===== config.mk =====
export PLATFORM = sky130hd
export DESIGN_NAME = sseg_scan_ctrl
export DESIGN_NICKNAME = d
export VERILOG_FILES = /design/src/rtl/sseg_pkg.sv /design/src/rtl/hex_to_sseg.sv /design/src/rtl/sseg_scan_ctrl.sv
export SDC_FILE = /design/constraint.sdc
export NUM_CORES = 1
export LEC_CHECK = 0
export ABC_AREA = 1
export CORE_MARGIN = 8
export CORE_UTILIZATION = 55
export CTS_CLUSTER_DIAMETER = 150
export DETAILED_ROUTE_END_ITERATION = 7
export PLACE_DENSITY = 0.84
export SETUP_SLACK_MARGIN = 0.5
export SYNTH_ARGS = -nofsm -noshare
export SYNTH_HDL_FRONTEND = slang
export SYNTH_SLANG_ARGS = --single-unit

===== constraint.sdc =====
create_clock -name iClk -period 4.2 [get_ports iClk]
set_input_delay 1.26 -clock iClk [delete_from_list [all_inputs] [get_ports iClk]]
set_output_delay 1.26 -clock iClk [all_outputs]
set_load 0.01 [all_outputs]

===== src/rtl/sseg_pkg.sv =====
// Shared types, glyph table and helpers for the seven-segment scan controller.
package sseg_pkg;

   typedef enum logic [1:0] {
      DIG0 = 2'd0,
      DIG1 = 2'd1,
      DIG2 = 2'd2,
      DIG3 = 2'd3
   } digit_idx_e;

   typedef struct packed {
      logic [3:0] hex;
      logic       dp;
      logic       blank;
   } digit_sel_t;

   localparam logic [7:0] SEG_OFF   = 8'hFF;
   localparam logic [6:0] SEG_BLANK = 7'b1111111;
   localparam logic [3:0] ANODE_OFF = 4'b1111;

   localparam logic [3:0] ANODE_SEL [4] = '{
      4'b1110, 4'b1101, 4'b1011, 4'b0111
   };

   // Active-low {g,f,e,d,c,b,a}, indexed by hex value
   localparam logic [6:0] GLYPH [16] = '{
      7'b1000000, 7'b1111001, 7'b0100100, 7'b0110000,
      7'b0011001, 7'b0010010, 7'b0000010, 7'b1111000,
      7'b0000000, 7'b0010000, 7'b0001000, 7'b0000011,
      7'b1000110, 7'b0100001, 7'b0000110, 7'b0001110
   };

   function automatic int unsigned calc_div(input int unsigned clk_hz,
                                            input int unsigned scan_hz);
      return clk_hz / scan_hz;
   endfunction

   function automatic digit_idx_e next_idx(input digit_idx_e idx);
      digit_idx_e nxt;
      case (idx)
         DIG0:    nxt = DIG1;
         DIG1:    nxt = DIG2;
         DIG2:    nxt = DIG3;
         default: nxt = DIG0;
      endcase
      return nxt;
   endfunction

endpackage


===== src/rtl/hex_to_sseg.sv =====
// Combinational hex-to-glyph decoder, active-low a-g.
module hex_to_sseg
   import sseg_pkg::*;
(
   input  logic [3:0] iHex,
   output logic [6:0] oSeg
);

   always_comb begin
      oSeg = GLYPH[iHex];
   end

endmodule


===== src/rtl/sseg_scan_ctrl.sv =====
// Four-digit multiplexed seven-segment driver with scan divider,
// leading-zero blanking and per-digit decimal points.
module sseg_scan_ctrl
   import sseg_pkg::*;
#(
   parameter int unsigned CLK_HZ  = 100_000_000,
   parameter int unsigned SCAN_HZ = 1_000
) (
   input  logic        iClk,
   input  logic        iReset,
   input  logic [15:0] iDigits,
   input  logic [3:0]  iDP,
   input  logic        iBlank_en,
   input  logic        iScan_en,
   output logic [7:0]  oSSeg,
   output logic [3:0]  oAnode,
   output logic        oScan_tick
);

   localparam int unsigned DIV   = calc_div(CLK_HZ, SCAN_HZ);
   localparam int unsigned DIV_W = (DIV > 1) ? $clog2(DIV) : 1;
   localparam logic [DIV_W-1:0] DIV_LAST = DIV_W'(DIV - 1);

   logic [DIV_W-1:0] div_q, div_d;
   digit_idx_e       idx_q, idx_d;
   logic             tick_q, tick_d;
   logic [3:0]       anode_q, anode_d;
   logic [7:0]       sseg_q, sseg_d;

   logic [3:0]       zero;
   logic [3:1]       blank_mask;
   digit_sel_t       sel;
   logic [6:0]       glyph;

   // A digit blanks only when it and every digit above it are zero
   always_comb begin
      for (int unsigned k = 0; k < 4; k++) begin
         zero[k] = (iDigits[4*k +: 4] == 4'h0);
      end
      blank_mask[3] = iBlank_en & zero[3];
      blank_mask[2] = blank_mask[3] & zero[2];
      blank_mask[1] = blank_mask[2] & zero[1];
   end

   always_comb begin
      div_d  = div_q;
      idx_d  = idx_q;
      tick_d = 1'b0;
      if (iScan_en) begin
         if (div_q == DIV_LAST) begin
            div_d  = '0;
            tick_d = 1'b1;
            idx_d  = next_idx(idx_q);
         end else begin
            div_d = div_q + DIV_W'(1);
         end
      end
   end

   always_comb begin
      sel.hex   = iDigits[3:0];
      sel.dp    = iDP[0];
      sel.blank = 1'b0;
      case (idx_d)
         DIG1: begin
            sel.hex   = iDigits[7:4];
            sel.dp    = iDP[1];
            sel.blank = blank_mask[1];
         end
         DIG2: begin
            sel.hex   = iDigits[11:8];
            sel.dp    = iDP[2];
            sel.blank = blank_mask[2];
         end
         DIG3: begin
            sel.hex   = iDigits[15:12];
            sel.dp    = iDP[3];
            sel.blank = blank_mask[3];
         end
         default: ;
      endcase
   end

   hex_to_sseg u_dec (
      .iHex (sel.hex),
      .oSeg (glyph)
   );

   // Outputs only reload on a tick so the display is frozen between ticks
   always_comb begin
      anode_d = anode_q;
      sseg_d  = sseg_q;
      if (tick_d) begin
         anode_d = ANODE_SEL[idx_d];
         sseg_d  = {~sel.dp, sel.blank ? SEG_BLANK : glyph};
      end
   end

   always_ff @(posedge iClk) begin
      if (iReset) begin
         div_q   <= '0;
         idx_q   <= DIG3;
         tick_q  <= 1'b0;
         anode_q <= ANODE_OFF;
         sseg_q  <= SEG_OFF;
      end else begin
         div_q   <= div_d;
         idx_q   <= idx_d;
         tick_q  <= tick_d;
         anode_q <= anode_d;
         sseg_q  <= sseg_d;
      end
   end

   assign oSSeg      = sseg_q;
   assign oAnode     = anode_q;
   assign oScan_tick = tick_q;

endmodule


After elaboration in Yosys (flattened, before gate mapping)
Memories as Yosys holds them, arrays and structs flattened. Cells that the tools add are included.

Register bits: 32. ROM bits: 112. Bits of input ports: 24. Output and inout port bits: 13. Word-level logic and storage cells: 38. Memories: 1.

$add $sub $neg: 1. Magnitude comparators: 2. Equality and inequality tests: 6. Mux-type cells: 13. Bitwise operators: 6. Reductions and logical operators: 4.

Memories: (name not given) (depth 16, width 7, read ports 1, clocked after Yosys merged registers in 0, write ports 0, RTL line hex_to_sseg.sv:10) `oSeg = GLYPH[iHex];`.

Operator list (count): 7-bit 2-to-1 mux (3); 6-bit one-hot mux with 3 select lines (1); 17-bit by 1-bit adder with 17-bit output (second input constant) (1); 17-bit == test (second input constant) (1); 17-bit 2-to-1 mux (1); 4-bit zero test (3); 4-bit binary-select mux with 2-bit select (1); 4-bit 2-to-1 mux (2); 2-bit == test (second input constant) (3); 2-bit one-hot mux with 3 select lines (1); 5-bit greater-or-equal comparator (second input constant) (1); 4-bit inverter with 5-bit output (1); 2-bit by 1-bit == test with 1-bit output (second input constant) (2); 2-bit 2-to-1 mux (2); 1-bit bitwise AND (3); 3-bit greater-or-equal comparator (second input constant) (1); 2-bit inverter with 3-bit output (1); 2-bit zero test (1); 1-bit 2-to-1 mux (2); 1-bit inverter (1).

Logic depth before layout (Yosys ltp)
Gate-level depths: netlist (run 1).

Word-level depth: 11. Depth in mapped cells: 20. Depth with buffers taken out: 20.

Modules after synthesis
Synthesis (run 1) repeated with hierarchy kept, for this count alone.

Cells, all modules: 324. Area, all modules: 2168.3 um^2.

By module, submodules not included: sseg_scan_ctrl (times used 1, cells an instance 273, area each 1893.1 um^2, seq. area each 640.6 um^2); hex_to_sseg (times used 1, cells an instance 51, area each 275.3 um^2, seq. area each 0.0 um^2).

Least setup slack after synthesis (run 1)
Ideal clock, no wire load.

Kind: input to register. Start: input port iScan_en. End: register sseg_q[3], in the netlist oSSeg[3]. Library setup time: 0.109 ns. Arrival time: 2.902 ns. Data required time: 4.091 ns. Slack: 1.189 ns. Cell stages on the path: 18. Buffers on the path: 0. Cell sequence: nand2_1 nor3_4 nand3_4 nand2_2 nand2_4 inv_2 nand2_2 o21ai_0 nand2_1 nand2_2 inv_1 ha_1 nand2_1 nand2_1 nand2_1 nand3_1 nand2_1 inv_1.

Longest elaborated chain between the ends: 8. Elaborated cells on any way between the ends: 11. Classes of those cells: 3 x eq/ne; 6 x mux; 1 x bitwise; 1 x memory.

Ends and longest elaborated chain: start: declaration (RTL line sseg_scan_ctrl.sv:14) `input logic iScan_en,`; 2-bit 2-to-1 mux (RTL line sseg_scan_ctrl.sv:49) `if (iScan_en) begin`; 2-bit == test or 2-bit by 1-bit == test with 1-bit output (tied branches) (RTL line sseg_scan_ctrl.sv:64) `case (idx_d)`; 6-bit one-hot mux with 3 select lines (RTL line sseg_scan_ctrl.sv:64); 4-bit inverter with 5-bit output (implied by the code) (RTL line hex_to_sseg.sv:10); memory read 16 x 7 bit; 7-bit 2-to-1 mux (implied by the code) (2 in series) (RTL line hex_to_sseg.sv:10); 7-bit 2-to-1 mux (RTL line sseg_scan_ctrl.sv:95) `sseg_d = {~sel.dp, sel.blank ? SEG_BLANK : glyph};`; end signal: assignment (RTL line sseg_scan_ctrl.sv:111) `sseg_q <= sseg_d;`; end: declaration (RTL line sseg_scan_ctrl.sv:28) `logic [7:0] sseg_q, sseg_d;`.

Parallel ways exist; a longest one is shown, timed or not. The select of a mux whose other input is x is not followed. A chain may end at the register's enable or synchronous reset.

Final worst setup path (run 1)
Ends and elaborated chain as after synthesis.

==> results of run 1 <==
==> metrics by stage <==
stage / power, mW / instance area [µm²] / utilization [%]
after global routing: 0.633 / 2440 / 72.5
after CTS: 0.611 / 2440 / 72.5
final: 0.610 / 2440 / 72.5
after floorplan: 0.344 / 1940 / -
after detailed placement: 0.376 / 2360 / 70.1
after global placement: 0.376 / 2360 / 70.1
==> cells by family (layout without fill, tap and decap cells) <==
kind of cell	after synthesis	after routing	share of synthesized area (%)
AO/OA/AOI/OAI	29	29	8.11
XOR/XNOR	7	7	3.15
adder cells (fa/ha/maj)	9	9	5.79
buffers and inverters	41	83	8.04
flip-flops	32	32	32.9
AND/OR/NAND/NOR	163	163	42.0
==> final cells by class <==
cell class	instances	area (µm²)	share of cell area, %
clock inverters	3	42.5	1.74
clock buffers	5	37.5	1.54
multi-input cells	208	1150	47.0
well taps	46	57.6	2.36
repair buffers	37	368	15.1
flip-flops and latches	32	641	26.3
inverters	38	145	5.95
==> per-layer routing <==
metal | up-vias | share of wire, % | wire length (µm)
met2 | 52 | 50 | 2370
met4 | 0 | 1.3 | 63
met5 | - | 0 | 0
met1 | 856 | 44 | 2070
li1 | 984 | - | -
met3 | 7 | 4.3 | 204
==> flip-flops by register name (all words and copies together) (netlist names) <==
register    count
div_q          17
idx_q           2
oSSeg           8
oScan_tick      1
oAnode          4
==> worst reg2reg max path, cell delays in order (launching register included) <==
cell and delay, ps:
dfxtp_1 390, ha_1 200, nand2_1 100, nor2_2 240, nand3_4 150, nand2_2 110
nand2_4 110, nor2_8 160, inv_2 50, or2_1 220, nand2_2 130, inv_1 110
ha_1 220, nand2_1 110, nand2_1 60, nand2_1 50, nand3_1 60, nand2_1 60
inv_1 30
==> cells in the mapped netlist, drive strengths merged <==
| library cell | count |
|---|---|
| or4 | 1 |
| nor4 | 5 |
| ha | 9 |
| nor2 | 45 |
| nor3b | 1 |
| nand4 | 6 |
| dfxtp | 32 |
| inv | 38 |
| nand3 | 21 |
| a21oi | 17 |
| a21o | 1 |
| xor2 | 6 |
| a211oi | 1 |
| o21a | 1 |
| a31oi | 1 |
| o21ai | 6 |
| or2 | 7 |
| nand2 | 73 |
| nor3 | 4 |
| xnor2 | 1 |
| clkbuf | 3 |
| o22ai | 2 |
==> how the worst max path moves through the flow <==
stage	start	end	slack, ps	depth (start not counted)
after floorplan	iScan_en	oSSeg[3]$_SDFFE_PP1P_	1190	18
after global placement	iScan_en	oSSeg[3]$_SDFFE_PP1P_	460	19
after detailed placement	iScan_en	oSSeg[3]$_SDFFE_PP1P_	410	19
after CTS	iScan_en	oSSeg[3]$_SDFFE_PP1P_	760	19
after global routing	iScan_en	oSSeg[3]$_SDFFE_PP1P_	510	19
final	iScan_en	oSSeg[3]$_SDFFE_PP1P_	790	18
==> power by group <==
part	internal, mW	total (mW)	switching [mW]
clock network	0.124	0.239	0.115
registers	0.305	0.307	0.00155
logic	0.0313	0.0643	0.0330
total	0.461	0.610	0.149
==> impl_table.tex, run 1 <==
\begin{tabular}{lr}
\hline
Metric & Value \\
\hline
\multicolumn{2}{l}{\textbf{Outcome}} \\
Result of the run & complete, no violations \\
\multicolumn{2}{l}{\textbf{Place}} \\
Setup Slack @ Placement & 411 ps \\
Routability-driven placement congestion ratio & 0.992 \\
Detailed placer's ending HPWL & 3670 µm \\
Placed Instances & 361 \\
I/O Buffers & 36 \\
\multicolumn{2}{l}{\textbf{Critical path}} \\
Bufs and invs on worst path & 4 \\
Cell with the most instances on the worst path & nand2\_1 \\
Critical register-to-register path endpoint & oSSeg[3]\$\_SDFFE\_PP1P\_ \\
Setup slack of the worst register-to-register path & 1550 ps \\
Type of destination of the critical path & flop \\
Setup crit start kind & input pin \\
Data required time at the worst endpoint & 4450 ps \\
Biggest cell delay along the critical path & 490 ps \\
Worst flop-to-flop path startpoint & div\_q[0]\$\_SDFFE\_PP0P\_ \\
Depth of the worst register-to-register path & 18 \\
Critical path's slowest cell & clkdlybuf4s50\_1 \\
Category of the critical setup timing path & input pin to flop \\
Cell breakdown of the critical path & clkdlybuf4s50\_1 > nand2\_1 > nor3\_4 > nand3\_4 > nand2\_2 > nand2\_4 > nor2\_8 > inv\_2 > or2\_1 > nand2\_2 > inv\_1 > ha\_1 > nand2\_1 > nand2\_1 > nand2\_1 > nand3\_1 > nand2\_1 > inv\_1 \\
Critical path peak fanout & 8 \\
Kind of cell with the highest combined delay on the critical path & simple AND/OR/NAND/NOR gates \\
Critical path data arrival time & 3660 ps \\
\multicolumn{2}{l}{\textbf{Detailed routing}} \\
Number of design rule violations left after detail routing & 0 \\
Length of the first detailed-routing pass in iterations & 4 \\
Aggregate routed wire length & 4710 µm \\
Via density per instance & 5.15 \\
Initial DRC Count & 87 \\
Detail-routed net length per standard cell & 12.8 µm \\
Total vias in the final route & 1899 \\
Post-route ant nets & 0 \\
\multicolumn{2}{l}{\textbf{Layout}} \\
Number of fill cells in the layout & 301 \\
Inserted Diodes & 0 \\
Final Net Count & 355 \\
Synthesis-to-layout area growth & 25.4\% \\
Commonest non-fill, non-tap cell in the layout & nand2\_1 \\
Share of layout cells above drive strength 1 & 12.4\% \\
Number of non-filler instances in the completed layout & 369 \\
Most frequent cells in the layout & 64 x nand2\_1, 38 x nor2\_1, 36 x clkdlybuf4s50\_1 \\
\multicolumn{2}{l}{\textbf{Power}} \\
Leakage power & 1.06 nW \\
VDD IR max & 0.163 mV \\
Power density cells & 250 nW/µm² \\
\multicolumn{2}{l}{\textbf{Floorplanning}} \\
Die area & 5690 µm² \\
Area of the placeable core & 3360 µm² \\
Io pins & 37 \\
Starting density of the core & 57.8\% \\
Die boundary width & 75.5 µm \\
Row Count & 21 \\
Overall die height & 75.5 µm \\
\multicolumn{2}{l}{\textbf{Clock tree}} \\
Number of buffers inserted by hold repair at cts & 0 \\
Total CTS buffers & 5 \\
TritonCTS clock tree & done \\
Clock Latency Late Sink & 340 ps \\
Post-cts sizing count & 0 \\
TritonCTS Sinks & 32 \\
Post-CTS clock slew at the launch and capture registers of the worst setup and hold paths & 120 ps \\
Post-CTS Setup Bufs & 0 \\
Number of buffers on the longest clock path & 2 \\
Clock root buffer & clkbuf\_4 \\
H-tree level count & 2 \\
\multicolumn{2}{l}{\textbf{Synth}} \\
Library cell with the largest summed area after synthesis & dfxtp\_1 \\
Main area contributors after synthesis & dfxtp\_1 33\%, nand2\_1 12\%, nor2\_1 7.3\%, inv\_1 6.6\%, ha\_1 5.8\% \\
Mapped Avg Cell Area & 6.92 µm² \\
Netlist area before placement & 1940 µm² \\
Unique masters post-synth & 37 \\
Cell count after synthesis & 281 \\
Post-synthesis register bit count & 32 \\
Warnings, synthesis & 0 \\
Synth top area share & 32.9\% \\
Sequential cell area fraction in the yosys report & 32.9\% \\
Post-synthesis net count & 314 \\
\multicolumn{2}{l}{\textbf{Flow run}} \\
Maximum capacitance violations & 0 \\
\multicolumn{2}{l}{\textbf{Timing}} \\
Final clock skew & 14.9 ps \\
Highest clock frequency the design can meet & 294 MHz \\
Final setup violation count & 0 \\
Worst setup slack after layout & 794 ps \\
Hold\_ws & 493 ps \\
Minimum period implied by the final worst setup slack & 3410 ps \\
Setup repair after global routing missed its margin & false \\
Number of slew-limit violations in the final report & 0 \\
Tcrit/Tclk final & 81.1\% \\
Relative slew margins & 55.2\% \\
Transition time of the tightest slew-check pin & 672 ps \\
Hold Violations, Final & 0 \\
Total Negative Setup Slacks & 0 ps \\
\multicolumn{2}{l}{\textbf{Worst hold path}} \\
Number of instances on the worst hold path & 2 \\
Hold worst-path end & oAnode[0]\$\_SDFFE\_PP1P\_ \\
Path class of the lowest-slack min-delay path & flop to flop \\
HP Start & oAnode[0]\$\_SDFFE\_PP1P\_ \\
\multicolumn{2}{l}{\textbf{Global route}} \\
Global routing usage summed across all routing layers & 19.0\% \\
GRT overflow & 0 \\
Pin count of the biggest net entering global routing & 21 \\
Global-route wire length before repair & 8460 µm \\
Met3 capacity usage during global routing & 3.42\% \\
Layer carrying the most global-route usage & met2 \\
Via count of the first global-routing pass & 1994 \\
Met1 Use GR & 21.5\% \\
Met2 routing resource usage after global routing & 33.7\% \\
Initial antenna violation count & 0 \\
\hline
\end{tabular}
Note: power is estimated with default switching activity, not from simulation.
==> run 2, diff against run 1 <==
--- a/config.mk
+++ b/config.mk
@@ -7,10 +7,10 @@
 export LEC_CHECK = 0
 export ABC_AREA = 1
 export CORE_MARGIN = 8
-export CORE_UTILIZATION = 55
+export CORE_UTILIZATION = 52
 export CTS_CLUSTER_DIAMETER = 150
 export DETAILED_ROUTE_END_ITERATION = 7
-export PLACE_DENSITY = 0.84
+export PLACE_DENSITY = 0.8
 export SETUP_SLACK_MARGIN = 0.5
 export SYNTH_ARGS = -nofsm -noshare
 export SYNTH_HDL_FRONTEND = slang
==> constraint.sdc (replaced) <==
create_clock -name iClk -period 3.3 [get_ports iClk]
set_input_delay 0.99 -clock iClk [delete_from_list [all_inputs] [get_ports iClk]]
set_output_delay 0.99 -clock iClk [all_outputs]
set_load 0.01 [all_outputs]
==> run 2 against run 1 <==
Wire length rose by 2.0%. Clock skew is 8.9 ps lower. Non-clock buffer count increased by 19. Hold slack lost 14 ps. Count of clock-buffer cells in the layout grew 2. Critical path type unchanged. Largest power group is now the clock network.
==> impl_table.tex, run 2 (synthesized netlist as in run 1, its figures left out) <==
\begin{tabular}{lr}
\hline
Metric & Value \\
\hline
\multicolumn{2}{l}{\textbf{Timing}} \\
Number of slew-limit violations in the final report & 0 (unchanged) \\
Final clock skew & 5.95 ps (-8.91 ps) \\
Worst setup slack after layout & 700 ps (-94.6 ps) \\
Highest clock frequency the design can meet & 385 MHz \\
Transition time of the tightest slew-check pin & 507 ps (-164 ps) \\
Tcrit/Tclk final & 78.8\% \\
Minimum period implied by the final worst setup slack & 2600 ps \\
Final setup violation count & 0 (unchanged) \\
Relative slew margins & 66.1\% (+11 points) \\
Total Negative Setup Slacks & 0 ps (unchanged) \\
Hold Violations, Final & 0 (unchanged) \\
Setup repair after global routing missed its margin & false \\
Hold\_ws & 479 ps (-14.2 ps) \\
\multicolumn{2}{l}{\textbf{Clock tree}} \\
Number of buffers inserted by hold repair at cts & 0 (unchanged) \\
Total CTS buffers & 5 (unchanged) \\
Number of buffers on the longest clock path & 2 (unchanged) \\
H-tree level count & 2 (unchanged) \\
TritonCTS clock tree & done \\
Clock root buffer & clkbuf\_8 \\
TritonCTS Sinks & 32 (unchanged) \\
Clock Latency Late Sink & 280 ps (-60 ps) \\
Post-CTS clock slew at the launch and capture registers of the worst setup and hold paths & 70 ps (-50 ps) \\
\multicolumn{2}{l}{\textbf{Detailed routing}} \\
Post-route ant nets & 0 (unchanged) \\
Length of the first detailed-routing pass in iterations & 4 (unchanged) \\
Number of design rule violations left after detail routing & 0 (unchanged) \\
Total vias in the final route & 1935 (+1.9\%) \\
Aggregate routed wire length & 4800 µm (+2.0\%) \\
Detail-routed net length per standard cell & 12.3 µm (-3.5\%) \\
Via density per instance & 4.96 (-3.6\%) \\
Initial DRC Count & 94 (+8.0\%) \\
\multicolumn{2}{l}{\textbf{Layout}} \\
Register ranked first by flip-flop count & div\_q \\
Synthesis-to-layout area growth & 36.3\% \\
Final Net Count & 374 (+5.4\%) \\
Inserted Diodes & 0 (unchanged) \\
Most frequent cells in the layout & 63 x nand2\_1, 37 x nor2\_1, 35 x clkdlybuf4s50\_1 \\
Number of non-filler instances in the completed layout & 390 (+5.7\%) \\
Commonest non-fill, non-tap cell in the layout & nand2\_1 \\
Number of flip-flops in the largest register & 17 (unchanged) \\
Number of fill cells in the layout & 282 (-6.3\%) \\
Multi-input logic area & 1170 µm² (+1.6\%) \\
Area taken by flip-flops and latches & 641 µm² (unchanged) \\
Share of layout cells above drive strength 1 & 19.0\% (+6.6 points) \\
\multicolumn{2}{l}{\textbf{Critical path}} \\
Critical path peak fanout & 5 (-3) \\
Setup slack of the worst register-to-register path & 840 ps (-710 ps) \\
Cell breakdown of the critical path & clkbuf\_2 > nand2\_2 > nor3\_4 > nand4\_1 > nand2\_4 > inv\_4 > nor2\_4 > nand2\_1 > nand2\_1 > nand2\_2 > buf\_4 > ha\_1 > inv\_2 > nand2\_1 > nand3\_1 > nand3\_1 > nand2\_1 > inv\_1 \\
Kind of cell with the highest combined delay on the critical path & simple AND/OR/NAND/NOR gates \\
Cell with the most instances on the worst path & nand2\_1 \\
Critical register-to-register path endpoint & oSSeg[0]\$\_SDFFE\_PP1P\_ \\
Type of destination of the critical path & flop \\
Category of the critical setup timing path & input pin to flop \\
Bufs and invs on worst path & 5 (+1) \\
Critical path data arrival time & 2780 ps (-880 ps) \\
Data required time at the worst endpoint & 3480 ps (-970 ps) \\
Worst flop-to-flop path startpoint & div\_q[0]\$\_SDFFE\_PP0P\_ \\
Biggest cell delay along the critical path & 190 ps (-300 ps) \\
Critical path's slowest cell & ha\_1 \\
Setup crit start kind & input pin \\
Depth of the worst register-to-register path & 18 (unchanged) \\
\multicolumn{2}{l}{\textbf{Floorplanning}} \\
Overall die height & 77.2 µm (+2.2\%) \\
Row Count & 22 (+4.8\%) \\
Die area & 5950 µm² (+4.5\%) \\
Starting density of the core & 53.5\% (-4.3 points) \\
Io pins & 37 (unchanged) \\
Area of the placeable core & 3630 µm² (+8.0\%) \\
Die boundary width & 77.2 µm (+2.2\%) \\
\multicolumn{2}{l}{\textbf{Place}} \\
Placed Instances & 379 (+5.0\%) \\
Detailed placer's ending HPWL & 3770 µm (+2.8\%) \\
I/O Buffers & 36 (unchanged) \\
Routability-driven placement congestion ratio & 0.907 (-8.5\%) \\
Setup Slack @ Placement & -47.0 ps (-458 ps) \\
\multicolumn{2}{l}{\textbf{Global route}} \\
GRT overflow & 0 (unchanged) \\
Global-route wire length before repair & 8590 µm (+1.5\%) \\
Via count of the first global-routing pass & 2013 (+0.95\%) \\
Initial antenna violation count & 0 (unchanged) \\
Global routing usage summed across all routing layers & 17.2\% (-1.8 points) \\
Pin count of the biggest net entering global routing & 18 (-14\%) \\
\multicolumn{2}{l}{\textbf{Outcome}} \\
Result of the run & complete, no violations \\
\multicolumn{2}{l}{\textbf{Worst hold path}} \\
Number of instances on the worst hold path & 2 (unchanged) \\
Hold worst-path end & oSSeg[7]\$\_SDFFE\_PP1P\_ \\
HP Start & oSSeg[7]\$\_SDFFE\_PP1P\_ \\
Path class of the lowest-slack min-delay path & flop to flop \\
\multicolumn{2}{l}{\textbf{Power}} \\
Leakage power & 1.18 nW (+11\%) \\
Power density cells & 335 nW/µm² (+34\%) \\
VDD IR max & 0.187 mV (+15\%) \\
Total power after layout & 0.887 mW (+46\%) \\
\multicolumn{2}{l}{\textbf{Flow run}} \\
Maximum capacitance violations & 0 (unchanged) \\
\hline
\end{tabular}
-- run 2: cell count changes in the layout (fill, tap and decap cells not counted), sizes merged --
cell and delta:
clkdlybuf4s50 -1, clkinvlp -1, clkinv -1, clkbuf +3
buf +19
-- run 2: worst max path at each step --
stage                     startpoint               endpoint  slack, ps  depth (start not counted)
final                       iScan_en  oSSeg[0]$_SDFFE_PP1P_        700                         18
after CTS                   iScan_en  oSSeg[3]$_SDFFE_PP1P_        500                         16
after global placement      iScan_en  oSSeg[3]$_SDFFE_PP1P_        -50                         16
after floorplan             iScan_en  oSSeg[3]$_SDFFE_PP1P_        560                         18
after detailed placement    iScan_en  oSSeg[3]$_SDFFE_PP1P_        -50                         19
after global routing        iScan_en  oSSeg[0]$_SDFFE_PP1P_        500                         18
-- run 2: area by class of cell --
type,instances,share of cell area (%)
multi-input cells,208,44.0
flip-flops and latches,32,24.2
repair buffers,56,19.2
inverters,38,5.57
clock buffers,7,3.64
well taps,48,2.27
clock inverters,1,1.13
-- run 2: where the power goes --
part           switching (mW)  leakage, nW  total, mW  internal (mW)
Clock                   0.146       0.0645      0.412          0.266
Combinational          0.0419        0.853     0.0854         0.0436
Sequential            0.00187        0.259      0.390          0.388
Total                   0.189         1.18      0.887          0.698
-- run 2: layer usage --
metal | share of wire, % | wire [µm] | global-route usage [%] | vias to the layer above
li1 | - | - | - | 1019
met1 | 43 | 2040 | 18.4 | 859
met2 | 51 | 2440 | 30.9 | 47
met3 | 4.2 | 202 | 3.96 | 10
met4 | 2.3 | 112 | 8.30 | 0
met5 | 0 | 0 | 0 | -
-- run 2: stage by stage --
stage	area [µm²]	util (%)
CTS	2650	73.0
global placement	2480	68.3
finish	2650	72.9
detailed placement	2480	68.3
floorplan	1940	-
global route	2650	72.9
-- run 2: worst register-to-register path, stage by stage, from the launching register on --
cell and delay, ps:
dfxtp_1 380, ha_1 180, nand2_1 90, nor2_2 250, nand4_1 190, nand2_4 170
inv_4 60, nor2_4 130, nand2_1 60, nand2_1 80, nand2_2 90, buf_4 150
ha_1 190, inv_2 60, nand2_1 50, nand3_1 60, nand3_1 70, nand2_1 60
inv_1 30
-- run 2: repair_timing --
item,4_1_cts,5_1_grt
pin swaps,8,5
setup endpoints to repair,8,7
buffers inserted,3,0
gates resized for setup,8,4
